## src/rtl/resp_compactor.sv

```systemverilog
// Response compactor: folds one response word per accepted beat into a MISR,
// then compares the final signature against a golden value.
module resp_compactor #(
   parameter int RESP_W = 2,
   parameter int SIG_W = 16,
   parameter logic [SIG_W-1:0] POLY = 16'h1021,
   parameter logic [SIG_W-1:0] SEED = '0,
   parameter int CNT_W = 10
) (
   input  logic             clk,
   input  logic             rst_n,
   input  logic             start,
   input  logic [CNT_W-1:0] num_patterns,
   input  logic [SIG_W-1:0] golden,
   input  logic             resp_valid,
   input  logic [RESP_W-1:0] resp,
   output logic             resp_ready,
   output logic             busy,
   output logic             done,
   output logic             pass,
   output logic [SIG_W-1:0] signature,
   output logic [CNT_W-1:0] pattern_count
);

   localparam logic [1:0] ST_IDLE  = 2'd0;
   localparam logic [1:0] ST_RUN   = 2'd1;
   localparam logic [1:0] ST_CHECK = 2'd2;
   localparam logic [1:0] ST_DONE  = 2'd3;

   logic [1:0]       state;
   logic [CNT_W-1:0] target;
   logic             beat;

   // One MISR step: shift left, apply feedback when the MSB falls out, fold in the word.
   function automatic logic [SIG_W-1:0] misr_step(input logic [SIG_W-1:0] sig,
                                                  input logic [RESP_W-1:0] word);
      logic [SIG_W-1:0] nxt;
      nxt = {sig[SIG_W-2:0], 1'b0};
      if (sig[SIG_W-1])
         nxt = nxt ^ POLY;
      return nxt ^ SIG_W'(word);
   endfunction

   assign resp_ready = (state == ST_RUN);
   assign busy       = (state == ST_RUN) || (state == ST_CHECK);
   assign done       = (state == ST_DONE);
   assign beat       = resp_valid && resp_ready;

   always_ff @(posedge clk) begin
      if (!rst_n) begin
         state         <= ST_IDLE;
         signature     <= SEED;
         pattern_count <= '0;
         pass          <= 1'b0;
         target        <= '0;
      end else begin
         case (state)
            ST_IDLE, ST_DONE: begin
               if (start) begin
                  signature     <= SEED;
                  pattern_count <= '0;
                  pass          <= 1'b0;
                  target        <= num_patterns;
                  state         <= (num_patterns == '0) ? ST_CHECK : ST_RUN;
               end
            end
            ST_RUN: begin
               if (beat) begin
                  signature     <= misr_step(signature, resp);
                  pattern_count <= pattern_count + CNT_W'(1);
                  if (pattern_count == target - CNT_W'(1))
                     state <= ST_CHECK;
               end
            end
            ST_CHECK: begin
               pass  <= (signature == golden);
               state <= ST_DONE;
            end
            default: state <= ST_IDLE;
         endcase
      end
   end

endmodule

```

## config.mk

```make
export PLATFORM = sky130hd
export DESIGN_NAME = resp_compactor
export DESIGN_NICKNAME = d
export VERILOG_FILES = /design/src/rtl/resp_compactor.sv
export SDC_FILE = /design/constraint.sdc
export NUM_CORES = 1
export LEC_CHECK = 0
export ABC_CLOCK_PERIOD_IN_PS = 2200
export CORE_MARGIN = 2
export CORE_UTILIZATION = 44
export CTS_BUF_LIST = sky130_fd_sc_hd__clkbuf_2 sky130_fd_sc_hd__clkbuf_4 sky130_fd_sc_hd__clkbuf_8
export DETAILED_ROUTE_END_ITERATION = 10
export GPL_ROUTABILITY_DRIVEN = 0
export PLACE_DENSITY_LB_ADDON = 0.05
export SETUP_SLACK_MARGIN = 0.1
export SLEW_MARGIN = 20
export SYNTH_ARGS = -nofsm -noshare
export SYNTH_HDL_FRONTEND = slang
export SYNTH_SLANG_ARGS = --single-unit
```

## constraint.sdc

```tcl
create_clock -name clk -period 2.2 [get_ports clk]
set_input_delay 0.33 -clock clk [delete_from_list [all_inputs] [get_ports clk]]
set_output_delay 0.33 -clock clk [all_outputs]
set_load 0.02 [all_outputs]
```

* Yosys cells after proc, flatten, opt, wreduce, memory -nomap -nowiden
Index checks and enable logic that the tools add are counted.
Storage, ports and cells: output and inout port bits 30, register bits 39, input port bits 32, word-level logic and storage cells 45
Cells by class: mux-type cells 17, reduce and logical (&&, ||, !) cells 11, bitwise operators 2, eq/ne operators 8, add/sub/neg operators 2
Operator list (count):
- 16-bit 2-to-1 mux | 5
- 16-bit one-hot mux with 2 select lines | 1
- 10-bit 2-to-1 mux | 2
- 10-bit one-hot mux with 2 select lines | 1
- 16-bit equality test | 1
- 16-bit by 2-bit XOR with 16-bit output | 1
- 13-bit 2-to-1 mux | 1
- 10-bit by 1-bit adder with 10-bit output (second input constant) | 1
- 10-bit equality test | 1
- 10-bit zero test | 1
- 10-bit by 1-bit subtractor with 10-bit output (second input constant) | 1
- 2-bit 2-to-1 mux | 4
- 2-bit one-hot mux with 3 select lines | 1
- 3-bit AND reduction | 2
- 2-bit equality test (second input constant) | 2
- 2-bit by 1-bit inequality test with 1-bit output (second input constant) | 2
- 2-bit AND reduction | 2
- 2-bit nonzero test | 2
- 3-bit NOT | 1
- 2-bit by 1-bit equality test with 1-bit output (second input constant) | 1
- 2-bit zero test | 1
- 2-bit inequality test (second input constant) | 1
- 1-bit one-hot mux with 2 select lines | 1
- 2-bit OR reduction | 1
- 3 further kinds | 3

* Depth between registers and ports, before layout
Gate-level depths: netlist (run 1).
depth in word-level cells 8, depth in mapped cells 9, depth with buffers taken out 8

* Worst setup path before layout (run 1)
OpenSTA, ideal clock, no wires.
path kind register to register, start register state[0], end register state[0], data arrival time 2.007 ns, required time 2.128 ns, buffers on the path 0, cell stages (with the launch flop) 9, period minus slack after synthesis 2.078 ns, slack 0.122 ns, library setup time 0.072 ns, path through dfxtp_1 inv_1 ha_1 and2b_2 a21oi_1 nand4_1 a2111oi_1 a21o_1 mux2i_1
Between the ends: cells in the longest elaborated chain, start to end 4, elaborated cells between the ends (all ways) 11, classes of those cells eq/ne: 6; mux: 1; reduce/logical: 4
Ends and longest elaborated chain:
- from (decl) | RTL line 30 | logic [1:0] state;
- from (signal assigned) | RTL line 64 | state <= (num_patterns == '0) ? ST_CHECK : ST_RUN;
- 2-bit equality test, or another cell as far along | RTL line 57 | case (state)
- 2-bit OR reduction / 1-bit logical AND (equally long branches) | RTL line 57, 47
- 2-bit inequality test (no line) / 2-bit by 1-bit inequality test with 1-bit output (equally long branches)
- 3-bit AND reduction (no line)
Parallel ways exist; a longest one is shown, timed or not. A chain may end at the register's enable or synchronous reset.

* Final worst setup path (run 1)
start register target[1], end register state[0]
Between the ends: cells in the longest elaborated chain, start to end 4
Ends and longest elaborated chain:
- from (decl) | RTL line 31 | logic [CNT_W-1:0] target;
- from (signal assigned) | RTL line 63 | target <= num_patterns;
- 10-bit by 1-bit subtractor with 10-bit output | RTL line 71 | if (pattern_count == target - CNT_W'(1))
- 10-bit equality test | RTL line 71
- 2-bit by 1-bit inequality test with 1-bit output (no line)
- 3-bit AND reduction (no line)
Every way passes these cells.

==> summary by stage, run 1 <==
Critical path
The required time at the worst-slack endpoint is roughly 2400 ps. The worst path buffer plus inverter count is 1. The critical path is of the register to register type. The largest stage delay on the critical path is between 300 and 400 ps.

Data arrives at the worst endpoint at ~2300 ps. The standard cell with the maximum stage delay on the critical path is sky130_fd_sc_hd__dfxtp_1. The worst-case register-to-register setup slack is ~150 ps. The endpoint class of the critical path is a register. The worst setup path is launched from a register. The maximum net fanout on the critical path is 3. The cell family with the largest share of critical-path delay is compound AO/OA/AOI/OAI gates. The signal on the critical path passes through inv_1 -> ha_1 -> nor3b_2 -> xnor2_1 -> nand4_1 -> a2111oi_4 -> a21o_1 -> mux2i_1.

STA
The final number of setup-violating endpoints is 0. Between clock sinks in the finished design, the worst skew comes to roughly 4.6 ps. The number of max-slew violations in the final report is 0. The minimum period implied by the final worst setup slack is 2050 ps. The peak clock frequency supported by timing is slightly below 500 MHz. The number of hold violations in the final report was 0. Setup repair after global routing could not meet its margin everywhere. Measured against its own limit, the worst slew margin works out to 0.561. The pin slew with the least headroom to its limit is 659 ps. Across all setup checks in the final design, the least slack found is about 150 ps. Of the available clock period, the critical path in the final layout requires 0.934.

Synth
When the netlist entered floorplanning its net count stood at 273. The cell type with the highest aggregate area in the netlist is sky130_fd_sc_hd__dfxtp_1. The fraction of the mapped netlist area in compound gates is 0.140.

The simple logic cell fraction of the synthesized area is 0.215. The number of flip-flops and latches in the synthesized netlist is 39. The synthesized netlist occupies a cell area of 2050 um2. During synthesis, Yosys emitted a total of 0 warnings. The multiplexer share of the synthesized area is 0.00977.

The sequential-to-total area share from yosys stat is 0.381. Of the total synthesized cell area, the portion taken by XOR and XNOR cells is 0.184. After synthesis, the largest family of logic cells by area is simple AND/OR/NAND/NOR gates. Of the total synthesized cell area, the portion taken by full adders, half adders and majority gates is 0.0305. A synthesized cell averages between 8 and 9 um2.

After technology mapping, the gate count stands at ~240. The share of Yosys cell area claimed by the top area cell type is 0.381. The count of different cell masters after synthesis is 40. Ranked by total cell area, the synthesized netlist is headed by sky130_fd_sc_hd__dfxtp_1 (38%), sky130_fd_sc_hd__xnor2_1 (12%), sky130_fd_sc_hd__xor2_1 (6.4%).

Routing
The detailed-routing iteration count for the pre-antenna-repair pass is 4. The DRC violations left is 0. The detailed router placed ~1900 vias in this run. The remaining antenna violation count after routing is 0. The number of DRC violations after detailed-routing iteration 0 is 52.

The routed wire length is 5040 um. In the routed layout, each cell is associated on average with a via count of roughly 5.3. The final routed wire length divided by cell count is approximately 14 um.

Finish
The net total in the final layout is between 300 and 400. The finished layout holds around 360 standard cells, fillers aside. The share of post-route cells with drive strength above 1 is 0.110.

0 antenna diodes ended up in the layout. The layout has approximately 390 filler cells. The area growth from synthesis to layout is 42.6%.

For this run, the share of the core covered by cells in the final layout is 0.662.

Clock network
The TritonCTS clock tree is done. TritonCTS created 5 clock buffers. The clock-pin slew of the registers on the worst-case setup and hold paths is approximately 80 ps.

The maximum count of clock buffers along a single path is 2. The number of sinks driven by the clock tree is 39. The post-CTS setup-driven buffer insertion count is 0. The CTS H-tree depth is 2. The insertion delay to the later sink of the worst-skew pair is 290 ps. The cell chosen for the clock root is sky130_fd_sc_hd__clkbuf_8.

Power and ir drop
The overall power of the completed layout is approximately 2500 uW. The leakage dissipation is 0.00112 uW. The worst-case vdd ir drop is 0.618 mV. The power density normalized to cell area is 855 nW/um2.

Outcome
The flow ran to the end, and the final reports show no timing, DRC or antenna violations.

Floorplanning
The die covers roughly 5200 um2. Pin placement for this block handled 62 I/O pins. From bottom edge to top edge, the die measures around 72 um. For this configuration, the core starts out at a cell density of 0.464.

The x dimension of the die is roughly 72 um. The total area inside the core boundary comes to ~4400 um2. The number of placement rows is 24.

Flow run
The number of max-cap violations is 0.

GRT
In the global route stage, met2 resource usage came out at 0.359. The met3 routing resource usage after global routing is 0.0500. The first global-routing pass estimated 8400 um of wire.

The initial antenna violation count is 0. The total congestion overflow is 0. The met1 track demand over resource in global routing is 0.244. The number of global-route vias before repair is around 1900.

The busiest metal layer after global routing is met2. The global routing usage summed across all routing layers is 0.206. The maximum number of pins on one net before global-route repair is 22.

Placement
Detailed placement finished with a half-perimeter wire length of 3780 um. The worst setup timing slack at the placement stage is -101 ps. The number of port buffers is between 60 and 70. The cell count after placement is 354.

Min path
The class of the worst hold path is register to register.
[layout make-up]
| cell class | count | area, um2 | share of cell area |
|---|---|---|---|
| clock buffers | 8 | 104 | 0.0355 |
| inverters | 7 | 26.3 | 0.00899 |
| multi-input cells | 180 | 1220 | 0.418 |
| flip-flops and latches | 39 | 781 | 0.267 |
| well taps | 52 | 65.1 | 0.0223 |
| repair buffers | 76 | 724 | 0.248 |
[routing by layer]
metal  share of wire  vias up
met2            0.48       46
met3           0.047        9
met5               0        -
met1            0.45      889
met4           0.021        0
li1                -      957
[cell usage after synthesis]
master                           count
sky130_fd_sc_hd__dfxtp_1            39
sky130_fd_sc_hd__nor2_1             31
sky130_fd_sc_hd__xnor2_1            28
sky130_fd_sc_hd__nand2_1            23
sky130_fd_sc_hd__a22oi_1            17
sky130_fd_sc_hd__xor2_1             15
sky130_fd_sc_hd__a21oi_1            12
sky130_fd_sc_hd__nand4_1             9
sky130_fd_sc_hd__clkbuf_1            7
sky130_fd_sc_hd__inv_1               7
sky130_fd_sc_hd__and3_1              5
sky130_fd_sc_hd__ha_1                5
sky130_fd_sc_hd__nor4_1              5
sky130_fd_sc_hd__nand3_1             4
sky130_fd_sc_hd__a211oi_2            2
sky130_fd_sc_hd__mux2i_1             2
sky130_fd_sc_hd__o21ai_1             2
sky130_fd_sc_hd__a2111oi_1           1
sky130_fd_sc_hd__a211o_2             1
sky130_fd_sc_hd__a211oi_1            1
sky130_fd_sc_hd__a21o_1              1
sky130_fd_sc_hd__a22o_1              1
sky130_fd_sc_hd__a31oi_1             1
sky130_fd_sc_hd__and2_1              1
sky130_fd_sc_hd__and2b_2             1
sky130_fd_sc_hd__and4_1              1
sky130_fd_sc_hd__buf_1               1
sky130_fd_sc_hd__clkbuf_8            1
sky130_fd_sc_hd__dlymetal6s2s_1      1
sky130_fd_sc_hd__nand2b_1            1
sky130_fd_sc_hd__nand3b_1            1
sky130_fd_sc_hd__nand4bb_1           1
sky130_fd_sc_hd__nor2_2              1
sky130_fd_sc_hd__nor2_4              1
sky130_fd_sc_hd__nor2b_1             1
sky130_fd_sc_hd__nor3_1              1
sky130_fd_sc_hd__nor3b_1             1
sky130_fd_sc_hd__o21ai_0             1
sky130_fd_sc_hd__o31a_1              1
sky130_fd_sc_hd__or4b_4              1
[cells in the final DEF, fill, tap and decap left out, types with 2 or more instances in the layout]
cell / netlist / layout
sky130_fd_sc_hd__mux2i_1: 2 / 2
sky130_fd_sc_hd__nand3_1: 4 / 4
sky130_fd_sc_hd__o21ai_1: 2 / 2
sky130_fd_sc_hd__xnor2_1: 28 / 28
sky130_fd_sc_hd__nor4_1: 5 / 5
sky130_fd_sc_hd__nor2_1: 31 / 31
sky130_fd_sc_hd__ha_1: 5 / 5
sky130_fd_sc_hd__nand4_1: 9 / 9
sky130_fd_sc_hd__clkbuf_8: 1 / 7
sky130_fd_sc_hd__clkdlybuf4s50_1: 0 / 59
sky130_fd_sc_hd__a21oi_1: 12 / 11
sky130_fd_sc_hd__buf_4: 0 / 15
sky130_fd_sc_hd__nand2_1: 23 / 23
sky130_fd_sc_hd__and3_1: 5 / 5
sky130_fd_sc_hd__dfxtp_1: 39 / 39
sky130_fd_sc_hd__a22oi_1: 17 / 17
sky130_fd_sc_hd__xor2_1: 15 / 15
sky130_fd_sc_hd__inv_1: 7 / 7
[through the flow]
| step | instance area (um2) | setup TNS (ps) | hold slack, ps |
|---|---|---|---|
| after global placement | 2780 | -3.41 | 462 |
| final | 2920 | 0 | 478 |
| after detailed placement | 2780 | -149 | 473 |
| after global routing | 2920 | 0 | 521 |
| after CTS | 2890 | 0 | 484 |
| after floorplan | 2050 | 0 | 448 |
[state kept, by name (all words and copies together) (netlist names)]
| register | flops |
|---|---|
| signature | 16 |
| pattern_count | 10 |
| target | 10 |
| state | 2 |
| pass | 1 |
[worst paths after layout]
kind / start / end / depth (start not counted)
max: target[1] / state[0] / 8
min: target[9] / target[9] / 2
max reg2reg: target[1] / state[0] / 8
min reg2reg: target[9] / target[9] / 2
[report_power, final]
group	switching (uW)	leakage [uW]	internal, uW	total (uW)
combinational	623	0.000749	501	1120
sequential	58.8	0.000316	764	823
clock	254	0.0000549	299	553
total	936	0.00112	1560	2500
[what timing repair did]
action	CTS	global route
endpoints found under the setup margin	3	5
gates resized for setup	2	6
hold buffers	0	0
[cell families (layout without fill, tap and decap cells)]
family	count (synthesis)	in the layout
buffers and inverters	17	91
and+or+nand+nor	89	89
muxes	2	2
xor gates and xnor gates	43	43
adders and majority gates	5	5
AOI/OAI and AO/OA	41	41
DFF	39	39
[worst register-to-register path, stage by stage (launching register included)]
cell and delay, ps:
sky130_fd_sc_hd__dfxtp_1 380, sky130_fd_sc_hd__inv_1 60, sky130_fd_sc_hd__ha_1 220, sky130_fd_sc_hd__nor3b_2 190
sky130_fd_sc_hd__xnor2_1 210, sky130_fd_sc_hd__nand4_1 170, sky130_fd_sc_hd__a2111oi_4 370, sky130_fd_sc_hd__a21o_1 210
sky130_fd_sc_hd__mux2i_1 180
No activity file was read; power rests on OpenSTA's default activity.
==> inputs of run 2 (changes only) <==
CORE_UTILIZATION = 33   (was 44)
PLACE_DENSITY_LB_ADDON = default   (was 0.05)
==> summary by stage, run 2 (synthesis results as in run 1) <==
Outcome
The run finished with clean final reports.

GRT
For this run the aggregate overflow at the end of global routing stands at 0. The maximum number of pins on one net before global-route repair is 19. The initial antenna violation count is 0. The number of global-route vias before repair is ~2000. For this run, the total global-route usage over all layers was measured as 0.161.

The first global-routing pass estimated ~9300 um of wire.

Clock network
The H-tree was split into 2 levels. Buffers inserted during clock tree synthesis total 5. The number of sinks driven by the clock tree is 39. Clock tree synthesis selected as its root buffer the cell sky130_fd_sc_hd__clkbuf_8.

TritonCTS built the clock tree. The post-CTS setup-driven buffer insertion count is 0. The clock-pin slew of the registers on the worst-case setup and hold paths is around 80 ps. The maximum count of clock buffers along a single path is 2.

The number of hold-repair buffers added at the cts stage is 0. The clock reaches the later pin of the worst-skew pair after 290 ps.

Floorplanning
The initial utilization of the core area, before any placement, comes to 0.344. The number of placement rows is 28. After floorplanning, the core was sized to cover 5960 um2. The floorplan step set the die width to 82.8 um. The I/O pin count is just over 60. The floorplan die height is 82.8 um.

The floorplan step defined a die boundary enclosing 6860 um2.

Finish
The antenna cell count is 0. In the layout the commonest cells are sky130_fd_sc_hd__clkdlybuf4s50_1 (59), sky130_fd_sc_hd__dfxtp_1 (39), sky130_fd_sc_hd__nor2_1 (31), sky130_fd_sc_hd__xnor2_1 (28), sky130_fd_sc_hd__nand2_1 (23). Compared with the post-synthesis result, the final layout area differs by 45.2%. The number of flip-flops in the largest register is 16. The library cell used most frequently in the layout, excluding fill and tap cells, is sky130_fd_sc_hd__clkdlybuf4s50_1. The layout has around 600 filler cells. The final layout contains approximately 350 nets. The share of post-route cells with drive strength above 1 is 0.123.

The largest registers in the layout are signature (16), pattern_count (10), target (10). More flip-flops sit in one register than any other, and that register is signature.

Routing
The DRC violations left is 0. The detailed-routing iteration count for the pre-antenna-repair pass is 4. After the first detailed-routing iteration, the DRC count stood at 94. The routed wire length is 5320 um. Dividing the detail-routed wire length by the instance count gives 13.6 um.

The count of nets left with antenna violations once routing finished came out at 0. The via-per-instance ratio is 4.97. The total number of vias is between 1500 and 2000.

STA
The peak clock frequency supported by timing is between 400 and 500 MHz. The minimum period implied by the final worst setup slack is approximately 2000 ps. The final-layout setup total negative slack is 0 ps. Dividing the final minimum period by the clock period gives 0.910. The remaining max-slew budget at the tightest pin is 0.563.

The pin slew with the least headroom to its limit is approximately 660 ps. The hold slack is roughly 500 ps. Setup violations remaining at the end of the flow were counted as 0.

The number of max-slew violations in the final report is 0. Between clock sinks in the finished design, the worst skew comes to roughly 9 ps. The number of hold violations in the final report is 0. Setup repair after global routing could not meet its margin everywhere.

Critical path
The slowest stage of the critical path is the sky130_fd_sc_hd__a2111oi_4 cell. The number of buffers and inverters on the critical path is 1. By startpoint and endpoint, the worst setup path is classified as register to register.

The kind of cell with the highest combined delay along the critical path is compound AO/OA/AOI/OAI gates. The critical path goes through inv_1 -> ha_1 -> and2b_2 -> a21oi_2 -> nand4_1 -> a2111oi_4 -> a21o_1 -> mux2i_1. Along the worst path, the maximum fanout reaches 2. The largest stage delay on the critical path is about 360 ps. The required time at the worst-slack endpoint is between 2000 and 2500 ps.

The critical path data arrival time is 2210 ps. The worst-case register-to-register setup slack is 200 ps. The nature of the critical path startpoint is a register. The endpoint class of the critical path is a register.

Flow run
The number of max-cap violations is 0.

Placement
The HPWL after detailed placement is slightly above 4000 um. In this run the tool buffered the top-level ports with approximately 60 buffer cells.

Min path
The class of the worst hold path is register to register.

Power and ir drop
The worst-case IR drop observed on VDD is approximately 0.34 mV. For this design the static power due to leakage is roughly 0.0011 uW. The power density normalized to cell area is around 800 nW/um2.
## run 2: cell types whose count changed in the layout (fill, tap and decap cells not counted)
cell	delta
sky130_fd_sc_hd__clkinvlp_4	+2
sky130_fd_sc_hd__buf_4	+6
sky130_fd_sc_hd__clkinv_2	+1
sky130_fd_sc_hd__clkbuf_8	-2
sky130_fd_sc_hd__nor3b_1	+1
sky130_fd_sc_hd__clkbuf_4	-1
sky130_fd_sc_hd__nor3b_2	-1
## run 2: layout make-up
| cell class | instances | area [um2] | share of cell area |
|---|---|---|---|
| Clock buffer | 5 | 68.8 | 0.0231 |
| Clock inverter | 3 | 20.0 | 0.00673 |
| Multi-Input combinational cell | 180 | 1220 | 0.409 |
| Inverter | 7 | 26.3 | 0.00883 |
| Tap cell | 75 | 93.8 | 0.0315 |
| Sequential cell | 39 | 781 | 0.262 |
| Timing Repair Buffer | 82 | 769 | 0.259 |
## run 2: per-stage QoR
step | setup WS, ps | cells | util | cell area (um2) | power [uW]
final | 199 | 391 | 0.500 | 2980 | 2440
after detailed placement | -156 | 383 | 0.479 | 2860 | 1950
after floorplan | 122 | 236 | - | 2050 | 1530
after global placement | -30.7 | 383 | 0.479 | 2860 | 1940
after CTS | 114 | 391 | 0.495 | 2950 | 2430
after global routing | 74.8 | 391 | 0.500 | 2980 | 2610
## run 2: worst register-to-register path, cell delays in order (launching register included)
cell and delay (ps):
sky130_fd_sc_hd__dfxtp_1 340, sky130_fd_sc_hd__inv_1 50, sky130_fd_sc_hd__ha_1 290, sky130_fd_sc_hd__and2b_2 220, sky130_fd_sc_hd__a21oi_2 140, sky130_fd_sc_hd__nand4_1 160, sky130_fd_sc_hd__a2111oi_4 360, sky130_fd_sc_hd__a21o_1 200
sky130_fd_sc_hd__mux2i_1 180
## run 2: timing repair
item	4_1_cts	5_1_grt
pin swaps	0	2
resized for setup	2	5
endpoints found under the hold margin	0	0
endpoints found under the setup margin	3	5
## run 2: final timing paths
path | cells past startpoint | start | endpoint
worst max-delay path | 8 | state[0] | state[0]
worst max register to register | 8 | state[0] | state[0]
worst min register to register | 2 | target[9] | target[9]
worst min-delay path | 2 | target[9] | target[9]
## run 2: power by group
group	leakage (uW)	internal, uW	switching [uW]
sequential	0.000316	764	53.2
combinational	0.000779	525	622
clock	0.0000402	221	255
total	0.00113	1510	930
## run 2: layer usage
metal,wire [um],vias to the layer above,track usage
li1,-,974,-
met5,0,-,0
met4,18,0,0.0313
met3,330,2,0.0507
met2,2400,60,0.255
met1,2570,908,0.217
==> edit: new RTL, settings of run 1 <==
`RESP_W`: 2 -> 4.
--- a/src/rtl/resp_compactor.sv
+++ b/src/rtl/resp_compactor.sv
@@ -1,7 +1,7 @@
 // Response compactor: folds one response word per accepted beat into a MISR,
 // then compares the final signature against a golden value.
 module resp_compactor #(
-   parameter int RESP_W = 2,
+   parameter int RESP_W = 4,
    parameter int SIG_W = 16,
    parameter logic [SIG_W-1:0] POLY = 16'h1021,
    parameter logic [SIG_W-1:0] SEED = '0,
Ports: changed (resized resp); port bits go from 62 to 64. The function was not compared with the original's and may differ.
==> edit against run 1 <==
- the flow now finishes with violations (setup timing)
- synthesized area increased by 7.9%
- maximum frequency decreased by 12%
- sequential cell count unchanged
- total power increased by 12%
- synthesized cell count increased by 6.8%
- non-clock buffer count increased by 13
- routed wire length increased by 7.5%
- first-iteration DRC count increased by 94%
- setup slack got worse by 290 ps
- hold slack improved by 1.4 ps
- sequential share of layout area decreased by 2.5 points
- final area increased by 11%
- global-route usage increased by 0.45 points
- via count increased by 5.9%
==> edit: results (changes against run 1) <==
Outcome
  • Status: finished with violations
  • Failing checks: setup timing

Clocking
  • Post-CTS sizing: 1 (-1)
  • Post-CTS Setup Bufs: 1 (+1)
  • Worst-skew pair later-pin latency: 290 ps (about the same)
  • Max Buffers Root-to-Sink: 2 (unchanged)

Timing
  • Setup TNS: -177 ps (-177 ps)
  • Hold slack final: 480 ps (+1.37 ps)
  • Skew final: 4.29 ps (-0.350 ps)
  • Final setup viols: 2 (+2)
  • Setup ws final: -147 ps (-293 ps)

Layout
  • Layout net count: 373 (+7.8%)
  • Layout Cells excl Fill: 402 (+11%)
  • Fill cells: 405 (+4.1%)
  • Layout cell share with drive strength beyond 1: 15.2% (+4.3 points)

Drt
  • DR WL met3: 253 microns (+7.2%)
  • Via count: 2013 (+5.9%)
  • Met2 routed WL: 2670 microns (+11%)
  • Met1 Wirelength: 2410 microns (+5.7%)
  • Avg WL per Cell: 13.5 microns (-3.2%)
  • DR iter-0 viols: 101 (+94%)

Critical path
  • Worst setup startpoint: state[0]
  • CP max stage cell: or4_4
  • Critical path data arrival time: 2540 ps (+260 ps)
  • CP endpoint kind: flip-flop
  • Reg-to-Reg End: state[1]
  • Crit Path Max Fanout: 2 (-1)

Synth
  • Synth area leaders: dfxtp_1 35%, xnor2_1 10%, xor2_1 6.3%
  • Post-Synthesis Cells: 252 (+6.8%)
  • Number of library cell types mapped by synthesis: 41 (+2.5%)
  • Commonest cells in the netlist: 39 x dfxtp_1, 29 x nand2_1, 26 x xnor2_1, 19 x nor2b_1, 17 x a22oi_1
  • Syn nets: 291 (+6.6%)
  • Sequential fraction of the synthesis area: 35.3% (-2.8 points)

Power
  • Static Leakage: 1.19 nW (+6.3%)
  • Switching Share: 36.0% (-1.5 points)
  • VDD IR max: 0.000397 V (-36%)

Placement
  • Pre-CTS setup slack: -382 ps (-281 ps)
  • DP HPWL: 4210 microns (+11%)

Global routing
  • Initial antenna violation count: 0 (unchanged)
  • Largest net degree at the start of global routing: 20 (-9.1%)
  • GRT Overall Usage: 21.1% (+0.45 points)
  • First-pass GRT wire length: 9120 microns (+8.6%)

Min path
  • Min-Delay Startpoint: pass
  • Hold path endpoint: pass
-- edit: cell types whose count changed after synthesis, moves of 5 or more --
cell      delta
nor2b_1     +18
a21oi_1     -11
a21boi_0    +11
nor2_1      -17
nand2_1      +6
clkbuf_1     +5
-- edit: cell families (layout without fill, tap and decap cells) --
kind of cell | after synthesis | in the layout | synth area share [%]
AND/OR/NAND/NOR | 101 | 101 | 24.2
XOR/XNOR | 42 | 42 | 16.6
adder cells (fa/ha/maj) | 5 | 5 | 2.83
multiplexers | 2 | 2 | 0.906
AO/OA/AOI/OAI | 44 | 44 | 16.8
buffers and inverters | 19 | 102 | 3.28
flip-flops | 39 | 39 | 35.3
-- edit: cell type report --
cell class | count | area, sq um | area share, %
repair buffers | 89 | 841 | 25.8
well taps | 67 | 83.8 | 2.57
inverters | 5 | 18.8 | 0.576
multi-input cells | 194 | 1410 | 43.2
flip-flops and latches | 39 | 788 | 24.2
clock buffers | 6 | 82.6 | 2.54
clock inverters | 2 | 35.0 | 1.08
-- edit: power groups by stage --
stage	Combinational, mW	Sequential, mW	Clock (mW)
detailed placement	1.30	0.858	0
CTS	1.34	0.841	0.635
floorplan	0.806	0.859	0
finish	1.34	0.845	0.622
global route	1.48	0.853	0.668
global placement	1.30	0.856	0
-- edit: through the flow --
stage | power (mW) | cell area (sq um)
2_1_floorplan | 1.66 | 2260
3_3_place_gp | 2.15 | 3100
3_5_place_dp | 2.16 | 3100
4_1_cts | 2.82 | 3240
5_1_grt | 3.00 | 3260
6_report | 2.81 | 3260
-- edit: routing by layer --
layer / track usage [%] / vias to the layer above
met5: 0 / -
met4: 6.75 / 0
met2: 36.2 / 48
li1: - / 1038
met3: 4.55 / 10
met1: 26.3 / 917
